**src/rtl/seg14_pkg.sv**
```systemverilog
// Shared definitions for the 14-segment display bus: glyph font, ASCII codes,
// sequencer states and default bus geometry.
package seg14_pkg;

    localparam int DIGITS_DEF = 12;
    localparam int SEGW_DEF   = 14;
    localparam int CHARW_DEF  = 8;

    localparam logic [CHARW_DEF-1:0] CH_SPACE   = 8'h20;
    localparam logic [CHARW_DEF-1:0] CH_UNKNOWN = 8'h3F;

    typedef enum logic {
        ST_UNSYNCED = 1'b0,
        ST_COLLECT  = 1'b1
    } seq_state_t;

    // Segment order, bit 13 down to bit 0: a b c d e f g1 g2 h i j k l m
    localparam logic [SEGW_DEF-1:0] GLYPH_BLANK = 14'b00000000000000;
    localparam logic [SEGW_DEF-1:0] GLYPH_A = 14'b11101111000000;
    localparam logic [SEGW_DEF-1:0] GLYPH_B = 14'b11110001010010;
    localparam logic [SEGW_DEF-1:0] GLYPH_C = 14'b10011100000000;
    localparam logic [SEGW_DEF-1:0] GLYPH_D = 14'b11110000010010;
    localparam logic [SEGW_DEF-1:0] GLYPH_E = 14'b10011110000000;
    localparam logic [SEGW_DEF-1:0] GLYPH_F = 14'b10001110000000;
    localparam logic [SEGW_DEF-1:0] GLYPH_G = 14'b10111101000000;
    localparam logic [SEGW_DEF-1:0] GLYPH_H = 14'b01101111000000;
    localparam logic [SEGW_DEF-1:0] GLYPH_I = 14'b10010000010010;
    localparam logic [SEGW_DEF-1:0] GLYPH_J = 14'b01111000000000;
    localparam logic [SEGW_DEF-1:0] GLYPH_K = 14'b00001110001100;
    localparam logic [SEGW_DEF-1:0] GLYPH_L = 14'b00011100000000;
    localparam logic [SEGW_DEF-1:0] GLYPH_M = 14'b01101100101000;
    localparam logic [SEGW_DEF-1:0] GLYPH_N = 14'b01101100100100;
    localparam logic [SEGW_DEF-1:0] GLYPH_O = 14'b11111100000000;
    localparam logic [SEGW_DEF-1:0] GLYPH_P = 14'b11001111000000;
    localparam logic [SEGW_DEF-1:0] GLYPH_Q = 14'b11111100000100;
    localparam logic [SEGW_DEF-1:0] GLYPH_R = 14'b11001111000100;
    localparam logic [SEGW_DEF-1:0] GLYPH_S = 14'b10110111000000;
    localparam logic [SEGW_DEF-1:0] GLYPH_T = 14'b10000000010010;
    localparam logic [SEGW_DEF-1:0] GLYPH_U = 14'b01111100000000;
    localparam logic [SEGW_DEF-1:0] GLYPH_V = 14'b00001100001001;
    localparam logic [SEGW_DEF-1:0] GLYPH_W = 14'b01101100000101;
    localparam logic [SEGW_DEF-1:0] GLYPH_X = 14'b00000000101101;
    localparam logic [SEGW_DEF-1:0] GLYPH_Y = 14'b00000000101010;
    localparam logic [SEGW_DEF-1:0] GLYPH_Z = 14'b10010000001001;
    localparam logic [SEGW_DEF-1:0] GLYPH_0 = 14'b11111100001001;
    localparam logic [SEGW_DEF-1:0] GLYPH_1 = 14'b01100000001000;
    localparam logic [SEGW_DEF-1:0] GLYPH_2 = 14'b11011011000000;
    localparam logic [SEGW_DEF-1:0] GLYPH_3 = 14'b11110001000000;
    localparam logic [SEGW_DEF-1:0] GLYPH_4 = 14'b01100111000000;
    localparam logic [SEGW_DEF-1:0] GLYPH_5 = GLYPH_S;
    localparam logic [SEGW_DEF-1:0] GLYPH_6 = 14'b10111111000000;
    localparam logic [SEGW_DEF-1:0] GLYPH_7 = 14'b11100000000000;
    localparam logic [SEGW_DEF-1:0] GLYPH_8 = 14'b11111111000000;
    localparam logic [SEGW_DEF-1:0] GLYPH_9 = 14'b11110111000000;

    // Decode table; '5' is absent because it reads back as 'S'.
    localparam int FONT_N = 35;

    localparam logic [SEGW_DEF-1:0] FONT_PAT [FONT_N] = '{
        GLYPH_A, GLYPH_B, GLYPH_C, GLYPH_D, GLYPH_E, GLYPH_F, GLYPH_G,
        GLYPH_H, GLYPH_I, GLYPH_J, GLYPH_K, GLYPH_L, GLYPH_M, GLYPH_N,
        GLYPH_O, GLYPH_P, GLYPH_Q, GLYPH_R, GLYPH_S, GLYPH_T, GLYPH_U,
        GLYPH_V, GLYPH_W, GLYPH_X, GLYPH_Y, GLYPH_Z,
        GLYPH_0, GLYPH_1, GLYPH_2, GLYPH_3, GLYPH_4,
        GLYPH_6, GLYPH_7, GLYPH_8, GLYPH_9
    };

    localparam logic [CHARW_DEF-1:0] FONT_CHR [FONT_N] = '{
        8'h41, 8'h42, 8'h43, 8'h44, 8'h45, 8'h46, 8'h47,
        8'h48, 8'h49, 8'h4A, 8'h4B, 8'h4C, 8'h4D, 8'h4E,
        8'h4F, 8'h50, 8'h51, 8'h52, 8'h53, 8'h54, 8'h55,
        8'h56, 8'h57, 8'h58, 8'h59, 8'h5A,
        8'h30, 8'h31, 8'h32, 8'h33, 8'h34,
        8'h36, 8'h37, 8'h38, 8'h39
    };

endpackage

```
**src/rtl/seg14_glyph_lut.sv**
```systemverilog
// Combinational 14-segment pattern to ASCII lookup with an unknown-glyph flag.
module seg14_glyph_lut
    import seg14_pkg::*;
(
    input  logic [SEGW_DEF-1:0]  pattern,
    output logic [CHARW_DEF-1:0] ascii,
    output logic                 err
);

    // Scan from the top of the table down so the lowest-index (letter) entry wins.
    always_comb begin
        ascii = CH_UNKNOWN;
        err   = 1'b1;
        if (pattern == GLYPH_BLANK) begin
            ascii = CH_SPACE;
            err   = 1'b0;
        end
        for (int i = FONT_N - 1; i >= 0; i--) begin
            if (pattern == FONT_PAT[i]) begin
                ascii = FONT_CHR[i];
                err   = 1'b0;
            end
        end
    end

endmodule

```
**src/rtl/seg14_scan_decoder.sv**
```systemverilog
// Passive readback of the multiplexed 14-segment bus: samples digit select and
// pattern, decodes glyphs, reassembles 12-digit frames and hands them out on a
// valid/ready port.
//
//   state        | meaning
//   -------------+-----------------------------------------------------------
//   ST_UNSYNCED  | waiting for digit 0; buffer kept but never emitted
//   ST_COLLECT   | digits 0..expected-1 captured, expected_q is next index
module seg14_scan_decoder
    import seg14_pkg::*;
#(
    parameter int DIGITS = DIGITS_DEF,
    parameter int SEGW   = SEGW_DEF,
    parameter int CHARW  = CHARW_DEF
) (
    input  logic                    clk,
    input  logic                    rst_n,
    input  logic [DIGITS-1:0]       sel_in,
    input  logic [SEGW-1:0]         segm_in,
    output logic [DIGITS*CHARW-1:0] frame_data,
    output logic                    frame_glyph_err,
    output logic                    frame_valid,
    input  logic                    frame_ready,
    output logic                    sel_err,
    output logic                    frame_drop
);

    localparam int IDXW = $clog2(DIGITS);
    localparam logic [IDXW-1:0] LAST_IDX = IDXW'(DIGITS - 1);

    logic [DIGITS-1:0]       sel_q;
    logic [SEGW-1:0]         segm_q;
    seq_state_t              state_q, state_d;
    logic [IDXW-1:0]         expected_q, expected_d;
    logic [CHARW-1:0]        buf_q [DIGITS-1];
    logic [CHARW-1:0]        buf_d [DIGITS-1];
    logic [DIGITS-2:0]       gerr_q, gerr_d;
    logic [DIGITS*CHARW-1:0] frame_data_q, frame_data_d;
    logic                    frame_valid_q, frame_valid_d;
    logic                    frame_glyph_err_q, frame_glyph_err_d;
    logic                    sel_err_q, sel_err_d;
    logic                    frame_drop_q, frame_drop_d;

    logic                    sel_multi, sel_onehot;
    logic [IDXW-1:0]         sel_idx;
    logic [CHARW-1:0]        glyph_ch;
    logic                    glyph_err;
    logic                    wr_en, complete, load;
    logic [DIGITS*CHARW-1:0] frame_nxt;

    seg14_glyph_lut u_lut (
        .pattern (segm_q),
        .ascii   (glyph_ch),
        .err     (glyph_err)
    );

    // Classify the registered select and find the one-hot position.
    always_comb begin
        sel_multi  = |(sel_q & (sel_q - DIGITS'(1)));
        sel_onehot = (sel_q != '0) && !sel_multi;
        sel_idx    = '0;
        for (int i = 0; i < DIGITS; i++) begin
            if (sel_q[i]) sel_idx = IDXW'(i);
        end
    end

    // Sequencer and digit buffer next state.
    always_comb begin
        state_d    = state_q;
        expected_d = expected_q;
        buf_d      = buf_q;
        gerr_d     = gerr_q;
        sel_err_d  = 1'b0;
        complete   = 1'b0;
        wr_en      = 1'b0;
        if (sel_multi) begin
            sel_err_d  = 1'b1;
            state_d    = ST_UNSYNCED;
            expected_d = '0;
        end else if (sel_onehot) begin
            if (sel_idx == '0) begin
                wr_en      = 1'b1;
                gerr_d     = '0;
                state_d    = ST_COLLECT;
                expected_d = IDXW'(1);
            end else if (state_q == ST_COLLECT && sel_idx == expected_q && sel_idx == LAST_IDX) begin
                complete   = 1'b1;
                state_d    = ST_UNSYNCED;
                expected_d = '0;
            end else if (state_q == ST_COLLECT && sel_idx == expected_q) begin
                wr_en      = 1'b1;
                expected_d = expected_q + IDXW'(1);
            end else if (state_q == ST_COLLECT && sel_idx == expected_q - IDXW'(1)) begin
                // Driver is still dwelling on the previous digit: take the newer pattern.
                wr_en = 1'b1;
            end else begin
                state_d    = ST_UNSYNCED;
                expected_d = '0;
            end
        end
        if (wr_en) begin
            for (int i = 0; i < DIGITS - 1; i++) begin
                if (sel_idx == IDXW'(i)) begin
                    buf_d[i]  = glyph_ch;
                    gerr_d[i] = glyph_err;
                end
            end
        end
    end

    // Completed frame is the last digit straight from the LUT on top of the buffer.
    always_comb begin
        frame_nxt = '0;
        for (int i = 0; i < DIGITS - 1; i++) begin
            frame_nxt[i*CHARW +: CHARW] = buf_q[i];
        end
        frame_nxt[(DIGITS-1)*CHARW +: CHARW] = glyph_ch;
    end

    // Output register: load when empty or draining this cycle, otherwise drop.
    always_comb begin
        load              = complete && (!frame_valid_q || frame_ready);
        frame_drop_d      = complete && !load;
        frame_data_d      = frame_data_q;
        frame_glyph_err_d = frame_glyph_err_q;
        frame_valid_d     = frame_valid_q;
        if (load) begin
            frame_data_d      = frame_nxt;
            frame_glyph_err_d = (|gerr_q) | glyph_err;
            frame_valid_d     = 1'b1;
        end else if (frame_valid_q && frame_ready) begin
            frame_valid_d = 1'b0;
        end
    end

    // All state, including the input sampling stage.
    always_ff @(posedge clk or negedge rst_n) begin
        if (!rst_n) begin
            sel_q             <= '0;
            segm_q            <= '0;
            state_q           <= ST_UNSYNCED;
            expected_q        <= '0;
            for (int i = 0; i < DIGITS - 1; i++) buf_q[i] <= CH_SPACE;
            gerr_q            <= '0;
            frame_data_q      <= '0;
            frame_valid_q     <= 1'b0;
            frame_glyph_err_q <= 1'b0;
            sel_err_q         <= 1'b0;
            frame_drop_q      <= 1'b0;
        end else begin
            sel_q             <= sel_in;
            segm_q            <= segm_in;
            state_q           <= state_d;
            expected_q        <= expected_d;
            buf_q             <= buf_d;
            gerr_q            <= gerr_d;
            frame_data_q      <= frame_data_d;
            frame_valid_q     <= frame_valid_d;
            frame_glyph_err_q <= frame_glyph_err_d;
            sel_err_q         <= sel_err_d;
            frame_drop_q      <= frame_drop_d;
        end
    end

    assign frame_data      = frame_data_q;
    assign frame_valid     = frame_valid_q;
    assign frame_glyph_err = frame_glyph_err_q;
    assign sel_err         = sel_err_q;
    assign frame_drop      = frame_drop_q;

endmodule

```
**config.mk**
```make
export PLATFORM = sky130hd
export DESIGN_NAME = seg14_scan_decoder
export DESIGN_NICKNAME = d
export VERILOG_FILES = /design/src/rtl/seg14_pkg.sv /design/src/rtl/seg14_glyph_lut.sv /design/src/rtl/seg14_scan_decoder.sv
export SDC_FILE = /design/constraint.sdc
export NUM_CORES = 1
export LEC_CHECK = 0
export BUFFER_PORTS_ARGS = -buffer_cell sky130_fd_sc_hd__buf_4
export CORE_MARGIN = 4
export CORE_UTILIZATION = 58
export CTS_CLUSTER_SIZE = 20
export DETAILED_ROUTE_END_ITERATION = 8
export PLACE_DENSITY_LB_ADDON = 0.08
export SLEW_MARGIN = 20
export SYNTH_ARGS = -nofsm -noshare
export SYNTH_HDL_FRONTEND = slang
export SYNTH_SLANG_ARGS = --single-unit
```
**constraint.sdc**
```tcl
create_clock -name clk -period 3.6 [get_ports clk]
set_clock_uncertainty 0.05 [all_clocks]
set_input_delay 0.54 -clock clk [delete_from_list [all_inputs] [get_ports clk]]
set_output_delay 0.54 -clock clk [all_outputs]
set_load 0.05 [all_outputs]
```
* Word level (Yosys, flattened, before mapping) *
Index checks and enable logic that the tools add are counted.

storage, ports and cells
  register bits after elaboration = 230
  input bits = 29

cells by class
  add/sub/neg operators = 3
  equal/unequal tests = 51
  muxes and demuxes = 123
  bitwise logic cells = 2
  reduce and logical (&&, ||, !) cells = 31

operators by type and width
  kind                                                   number
  equality test 14 bit, second input constant            22
  2-to-1 mux 7 bit                                       26
  equality test 14 x 13 -> 1 bit, second input constant  8
  2-to-1 mux 1 bit                                       67
  2-to-1 mux 5 bit                                       10
  2-to-1 mux 4 bit                                       12
  2-to-1 mux 11 bit                                      4
  equality test 14 x 10 -> 1 bit, second input constant  2
  equality test 14 x 6 -> 1 bit, second input constant   2
  AND reduction 2 bit                                    12
  equality test 4 x 3 -> 1 bit, second input constant    4
  equality test 4 bit, second input constant             4
  equality test 14 x 11 -> 1 bit, second input constant  1
  logical NOT 14 bit                                     1
  AND 12 bit                                             1
  nonzero test 12 bit                                    1
  OR reduction 12 bit                                    1
  subtractor 12 x 1 -> 12 bit, second input constant     1
  OR reduction 11 bit                                    1
  equality test 4 x 2 -> 1 bit, second input constant    2
  equality test 4 bit                                    2
  logical AND 1 bit                                      7
  2-to-1 mux 3 bit                                       2
  inequality test 5 bit, second input constant           1
  12 further kinds                                       16

* Logic depth before layout (Yosys ltp) *
Gate-level depths: netlist of the first run.

  word-level depth = 39
  mapped depth = 12
  gate-level depth less buffers = 9

* Modules after synthesis *
A second synthesis of the first run with hierarchy kept.

second synthesis, totals
  cell total of the unflattened synthesis = 773
  area, all modules = 10,107.2 um^2

by module, submodules not included
  module              times used  cells each  area an instance (um^2)
  seg14_scan_decoder  1           613         8,992.4
  seg14_glyph_lut     1           160         1,114.8

* Worst setup path before layout of the first run *
Ideal clock, no wire load.

  path type = reg-to-reg
  start = register sel_q[8]
  end = register buf_q[0] (netlist bit)
  setup time = 0.125 ns
  arrival time = 2.968 ns
  data required time = 3.425 ns
  path slack = 0.457 ns
  stages on the path, launching flop included = 10
  clock period less this slack = 3.143 ns
  cells stage by stage = dfrtp_1 > buf_6 > nor4_4 > nand2_2 > o311ai_2 > nand2_2 > or4_4 > buf_6 > a311oi_4 > mux2_2

between the ends
  cells in the longest elaborated chain, start to end = 13
  elaborated cells between the ends (all ways) = 25

ends and longest elaborated chain
  what                                                                                  line                       source
  start: declaration                                                                    seg14_scan_decoder.sv:31   logic [DIGITS-1:0] sel_q;
  start signal: assignment                                                              seg14_scan_decoder.sv:151  sel_q <= sel_in;
  parallel branches: the longest is 12 deep, another holds subtractor 12 x 1 -> 12 bit  -
  AND reduction 2 bit (no line) *                                                       -
  end signal: assignment                                                                seg14_scan_decoder.sv:155  buf_q <= buf_d;
  end: declaration                                                                      seg14_scan_decoder.sv:35   logic [CHARW-1:0] buf_q [DIGITS-1];

Mark *: on every way between the ends.
A chain may end at the register's enable or synchronous reset.

* Final worst setup path of the first run *
  start = register sel_q[8]
  end = register buf_q[50] (netlist bit)

Same word-level chain as after synthesis.

==> run metrics, run 1 <==
status complete, no violations; number of setup buffers added after CTS 0; HP Class in -> async; Post-synth EDFFs 0; Psw 1040 uW; Layout Nets 882; vias 6,445; Setup WS pre-CTS 0.164 ns; critical path launch point type flip-flop; Worst-path clk slew 0.06 ns; area of the core 15,800 um2; Final GP Congestion 0.968; wire length per cell 21.0 um; worst-path fanout max 13; Yosys top cell by area dfrtp_1; IO Pins 129; CTS max path bufs 3; Arrival @ worst endpoint 3.77 ns; Final setup viols 0; Synth async-reset ratio 1.00; Comb pwr share 0.038; Site Rows 46; Synth top area share 0.524; I/O Buffers 116; Synth Cell Area 9360 um2; relative slew slack 0.262; TritonCTS buffer count 22; Final WS setup 0.165 ns; Worst R2R Setup Slack 0.17 ns; clk_lat worst skew 0.50 ns; Cells after DPL 1,043; Setup TNS 0 ns; worst r2r src sel_q[8]; RSZ-0062 raised after global routing false; worst r2r path cells 7; DP HPWL 15,700 um; Die ar. 18,200 um2; sw frac 0.219; Iter 0 DRT Violations 548; Post-CTS Resized 0; max-cap violations 0; Initial Util 0.591; Post-CTS Hold Buffers 0; final wirelength 22,700 um; Avg Inst Size Synth 12.8 um2; Post-DRT Antenna Nets 0; critical path required time 3.93 ns; Reg power frac 0.501; # diodes 0; vias per cell 5.95; Reg2Reg Capture Point buf_q[50]; Fmax 0.291 GHz; Seq/Total Area, Yosys 0.555; post-synth cell types 78; leakage power 0.00531 uW; yosys synthesis warning count 0; PwrDens 425 nW/um2; Max H-tree Level 1; Clock Sinks 207; DIE WIDTH 135 um; first-pass GRT wire length 36,700 um; Tot GR Track Use 0.253; first-pass iteration count of the detailed router 5; Tightest Pin Transition 1.10 ns; Worst Setup End Kind flip-flop; drt drc 0; Hold Fails Final Rpt 0; critical path class reg -> reg; Post-synth top flop dfrtp_1; worst vdd ir 0.408 mV; initial antenna violation count 0; top post-synthesis cells by area dfrtp_1 (52%), mux2_2 (19%), dfstp_2 (3.1%), a211oi_4 (1.5%), nand2_1 (1.4%); total power 4750 uW; clk root buf clkbuf_16; post-synthesis cell count 733; largest net degree at the start of global routing 115; Pint 3710 uW; Final Max Tran Viols 0; synth-to-layout area growth 19.5%; vias in the first global route 6,790; final cell count without fillers 1,083; die height 135 um; CTS tree yes; Final min period 3.43 ns; total overflow reported by the global router 0; clock share of power 0.462; crit share post-route 0.954; layout cell share with drive strength beyond 1 0.433; flop and latch count out of synthesis 207
[cell usage after synthesis (3+ instances only)]
cell type  count
mux2_2       158
nor4b_1        6
a211oi_4       7
buf_6          3
nor4bb_1       4
nand2b_1      11
inv_1         12
o21ai_0       15
a31oi_1        4
o22ai_1        3
and2_1         4
dfstp_2       11
or4_1          6
nor4_1        12
nand2_1       36
mux2i_1       11
a32oi_1        3
nand4_1       16
dfrtp_1      196
nor3_1        18
buf_4         14
clkbuf_1      23
nand3_1       16
buf_2         10
nor2b_1        7
a2111oi_0      4
a21oi_1       17
a211oi_1       3
nand4b_1       3
or3_1          4
nor3b_1        3
nor2_1        30
[worst max-delay path by stage]
stage / slack, ns / to / depth (start not counted) / startpoint
2_1_floorplan: 0.46 / buf_q[0] / 9 / sel_q[8]
3_3_place_gp: 0.17 / buf_q[3] / 7 / sel_q[8]
3_5_place_dp: 0.16 / buf_q[0] / 7 / sel_q[8]
4_1_cts: 0.12 / buf_q[3] / 7 / sel_q[8]
5_1_grt: 0.003 / buf_q[10] / 7 / sel_q[1]
6_report: 0.17 / buf_q[50] / 7 / sel_q[8]
[registers in the layout (all words and copies together), names as in the netlist]
name	cells
frame_data	84
buf_q	77
segm_q	14
sel_q	12
gerr_q	11
expected_q	4
frame_drop	1
frame_glyph_err	1
frame_valid	1
sel_err	1
state_q	1
[through the flow]
| step | area, um2 | util | hold WS (ns) |
|---|---|---|---|
| finish | 11200 | 0.707 | 0.0903 |
| global route | 11200 | 0.707 | 0.0776 |
| CTS | 11200 | 0.707 | 0.0777 |
| detailed placement | 10500 | 0.662 | 0.432 |
| global placement | 10500 | 0.661 | 0.411 |
| floorplan | 9400 | - | 0.194 |
[power groups by stage]
stage               Clock, uW  Combinational, uW  Sequential [uW]
finish                   2190                179             2380
global placement            0                178             2420
CTS                      2230                180             2380
global route             2340                199             2380
floorplan                   0                115             2400
detailed placement          0                179             2420
[metal layers]
layer | track usage | share of wire | vias up
met4 | 0.0806 | 0.028 | 0
met2 | 0.432 | 0.51 | 258
met3 | 0.0592 | 0.067 | 59
li1 | - | - | 2881
met1 | 0.321 | 0.40 | 3247
met5 | 0 | 0 | -
[layout by cell type, fill, tap and decap left out, types with 5 or more instances in the layout]
master,instances
buf_4,135
nor2b_1,7
dfstp_2,11
nor4_1,10
nand2b_1,11
clkbuf_8,6
o21ai_0,15
nand3_1,16
a211oi_4,7
dfrtp_1,196
inv_1,12
mux2i_1,11
conb_1,12
clkbuf_1,7
or4_1,6
nor4b_1,5
clkbuf_16,22
nand2_1,36
nor2_1,30
nand4_1,16
nor3_1,15
a21oi_1,17
mux2_2,158
[critical path, cell delays in order, from the launching register on]
cell	delay (ns)
dfrtp_1	0.54
nor4_4	0.55
nand2_2	0.13
o311ai_2	0.27
nand2_2	0.16
or4_4	0.59
a211oi_4	0.61
mux2_2	0.42
[kinds of logic after synthesis]
logic type / count (synthesis) / synth area share
flops: 207 / 0.555
simple gates: 200 / 0.123
mux: 169 / 0.202
compound gates: 83 / 0.0742
buf+inv: 68 / 0.0398
fa+ha+maj: 3 / 0.00374
xor+xnor: 2 / 0.00187
other cells: 1 / 0.000401
[layout make-up]
type / instances / area, um2
Inverter: 12 / 45.0
Clock inverter: 6 / 66.3
Sequential cell: 207 / 5190
Multi-Input combinational cell: 469 / 3880
Timing Repair Buffer: 139 / 1090
Clock buffer: 34 / 646
Tap cell: 216 / 270
Fill cell: 1111 / 4640
Power figures use the tool's default switching activity.
==> run 2: changes to the inputs <==
--- a/config.mk
+++ b/config.mk
@@ -5,12 +5,13 @@
 export SDC_FILE = /design/constraint.sdc
 export NUM_CORES = 1
 export LEC_CHECK = 0
-export BUFFER_PORTS_ARGS = -buffer_cell sky130_fd_sc_hd__buf_4
-export CORE_MARGIN = 4
-export CORE_UTILIZATION = 58
+export CORE_MARGIN = 8
+export CORE_UTILIZATION = 63
 export CTS_CLUSTER_SIZE = 20
 export DETAILED_ROUTE_END_ITERATION = 8
+export DONT_BUFFER_PORTS = 1
 export PLACE_DENSITY_LB_ADDON = 0.08
+export REMOVE_ABC_BUFFERS = 1
 export SLEW_MARGIN = 20
 export SYNTH_ARGS = -nofsm -noshare
 export SYNTH_HDL_FRONTEND = slang
==> run metrics, run 2 (synthesized netlist as in run 1, its figures left out) <==
status finished, violations left; failing checks negative hold slack; I/O Buffers 0; Initial Util 0.644; Site Rows 44; final wirelength 21,900 um; Setup WS pre-CTS 0.0801 ns; CP max stage delay 0.70 ns; vias in the first global route 6,195; CTS max path bufs 3; Arrival @ worst endpoint 3.77 ns; die height 138 um; Clock Sinks 207; leakage power 0.00474 uW; Post-DRT Antenna Nets 0; vias 5,998; Final min period 3.44 ns; worst vdd ir 0.336 mV; critical path launch point type flip-flop; max reg flops 84; TritonCTS buffer count 22; synth-to-layout area growth 10.9%; area of the core 14,500 um2; total overflow reported by the global router 0; IO Pins 129; critical path class reg -> reg; Worst R2R Setup Slack 0.16 ns; PwrDens 473 nW/um2; crit share post-route 0.956; DIE WIDTH 138 um; Layout Nets 768; Iter 0 DRT Violations 445; Tot GR Track Use 0.235; Final Max Tran Viols 0; worst-path fanout max 8; max-cap violations 0; HP Class in -> async; first-pass iteration count of the detailed router 5; Final setup viols 0; Setup TNS 0 ns; layout cell share with drive strength beyond 1 0.351; worst hold slack -0.305 ns; Crit path max-delay family simple AND/OR/NAND/NOR gates; critical path, cell by cell or4_1 -> a2111oi_0 -> nor3_1 -> or2_1 -> or2_0 -> a211oi_4 -> mux2_2; RSZ-0062 raised after global routing false; most frequent cells in the layout dfrtp_1 (196), mux2_2 (158), nand2_1 (36); Hold Fails Final Rpt 199; relative slew slack 0.336; Die ar. 19,000 um2; Max H-tree Level 1; Fmax 0.291 GHz; CTS tree yes; commonest non-fill, non-tap cell in the layout dfrtp_1; clk_lat worst skew 0.51 ns; DP HPWL 15,100 um; largest net degree at the start of global routing 208; critical path required time 3.93 ns; CP max stage cell or4_1; Final WS setup 0.160 ns; vias per cell 6.39; clk root buf clkbuf_16; Final GP Congestion 0.980; Worst-path clk slew 0.06 ns; CP bufs+invs 0; initial antenna violation count 1; Tightest Pin Transition 0.986 ns; wire length per cell 23.4 um; drt drc 0; Worst Setup End Kind flip-flop; first-pass GRT wire length 35,100 um
==> run 2: per-stage QoR <==
stage          cell area (um2)   util  std cells  hold WS, ns  power [uW]
5_1_grt                  10400  0.714        938       -0.326        5060
2_1_floorplan             9070      -        688        0.194        2490
3_5_place_dp              9530  0.656        894        0.200        2520
4_1_cts                  10300  0.711        934       -0.327        4940
3_3_place_gp              9520  0.655        894        0.200        2520
6_report                 10400  0.714        938       -0.305        4910
==> run 2: cell type report <==
cell class                 count  area, um2
antenna                        1       2.50
clock inverter                11        173
fill                         961       4160
sequential                   207       5190
clock buffer                  29        627
tap                          184        230
multi-input combinational    469       3890
inverter                      12       45.0
timing repair buffer          25        215
==> run 2: routing by layer <==
metal | global-route usage | vias to the layer above | share of wire | routed length [um]
met5 | 0 | - | 0 | 0
met4 | 0.0591 | 0 | 0.020 | 437
met3 | 0.0562 | 49 | 0.072 | 1580
met2 | 0.405 | 238 | 0.51 | 11200
met1 | 0.292 | 3055 | 0.40 | 8740
li1 | - | 2656 | - | -
==> run 2: path summary, 6_finish.rpt <==
path,from,end,cells after the start
max,sel_q[0],buf_q[41],7
min,rst_n,frame_data[73],0
max reg2reg,sel_q[0],buf_q[41],7
min in group clk,sel_in[9],sel_q[9],0
min reg2reg,buf_q[9],buf_q[9],1
max in group asynchronous,rst_n,frame_data[80],0
==> run 2: repair_timing <==
item / 4_1_cts / 5_1_grt
hold endpoints to repair: 207 / 208
endpoints found under the setup margin: 0 / 19
resized for setup: 0 / 1
buffers inserted: 0 / 2
==> run 2: report_power, final <==
group / internal, uW / switching, uW / total, uW / leakage [uW]
logic: 34.5 / 75.4 / 110 / 0.00156
registers: 2340 / 32.1 / 2380 / 0.00279
clock network: 1520 / 903 / 2420 / 0.000393
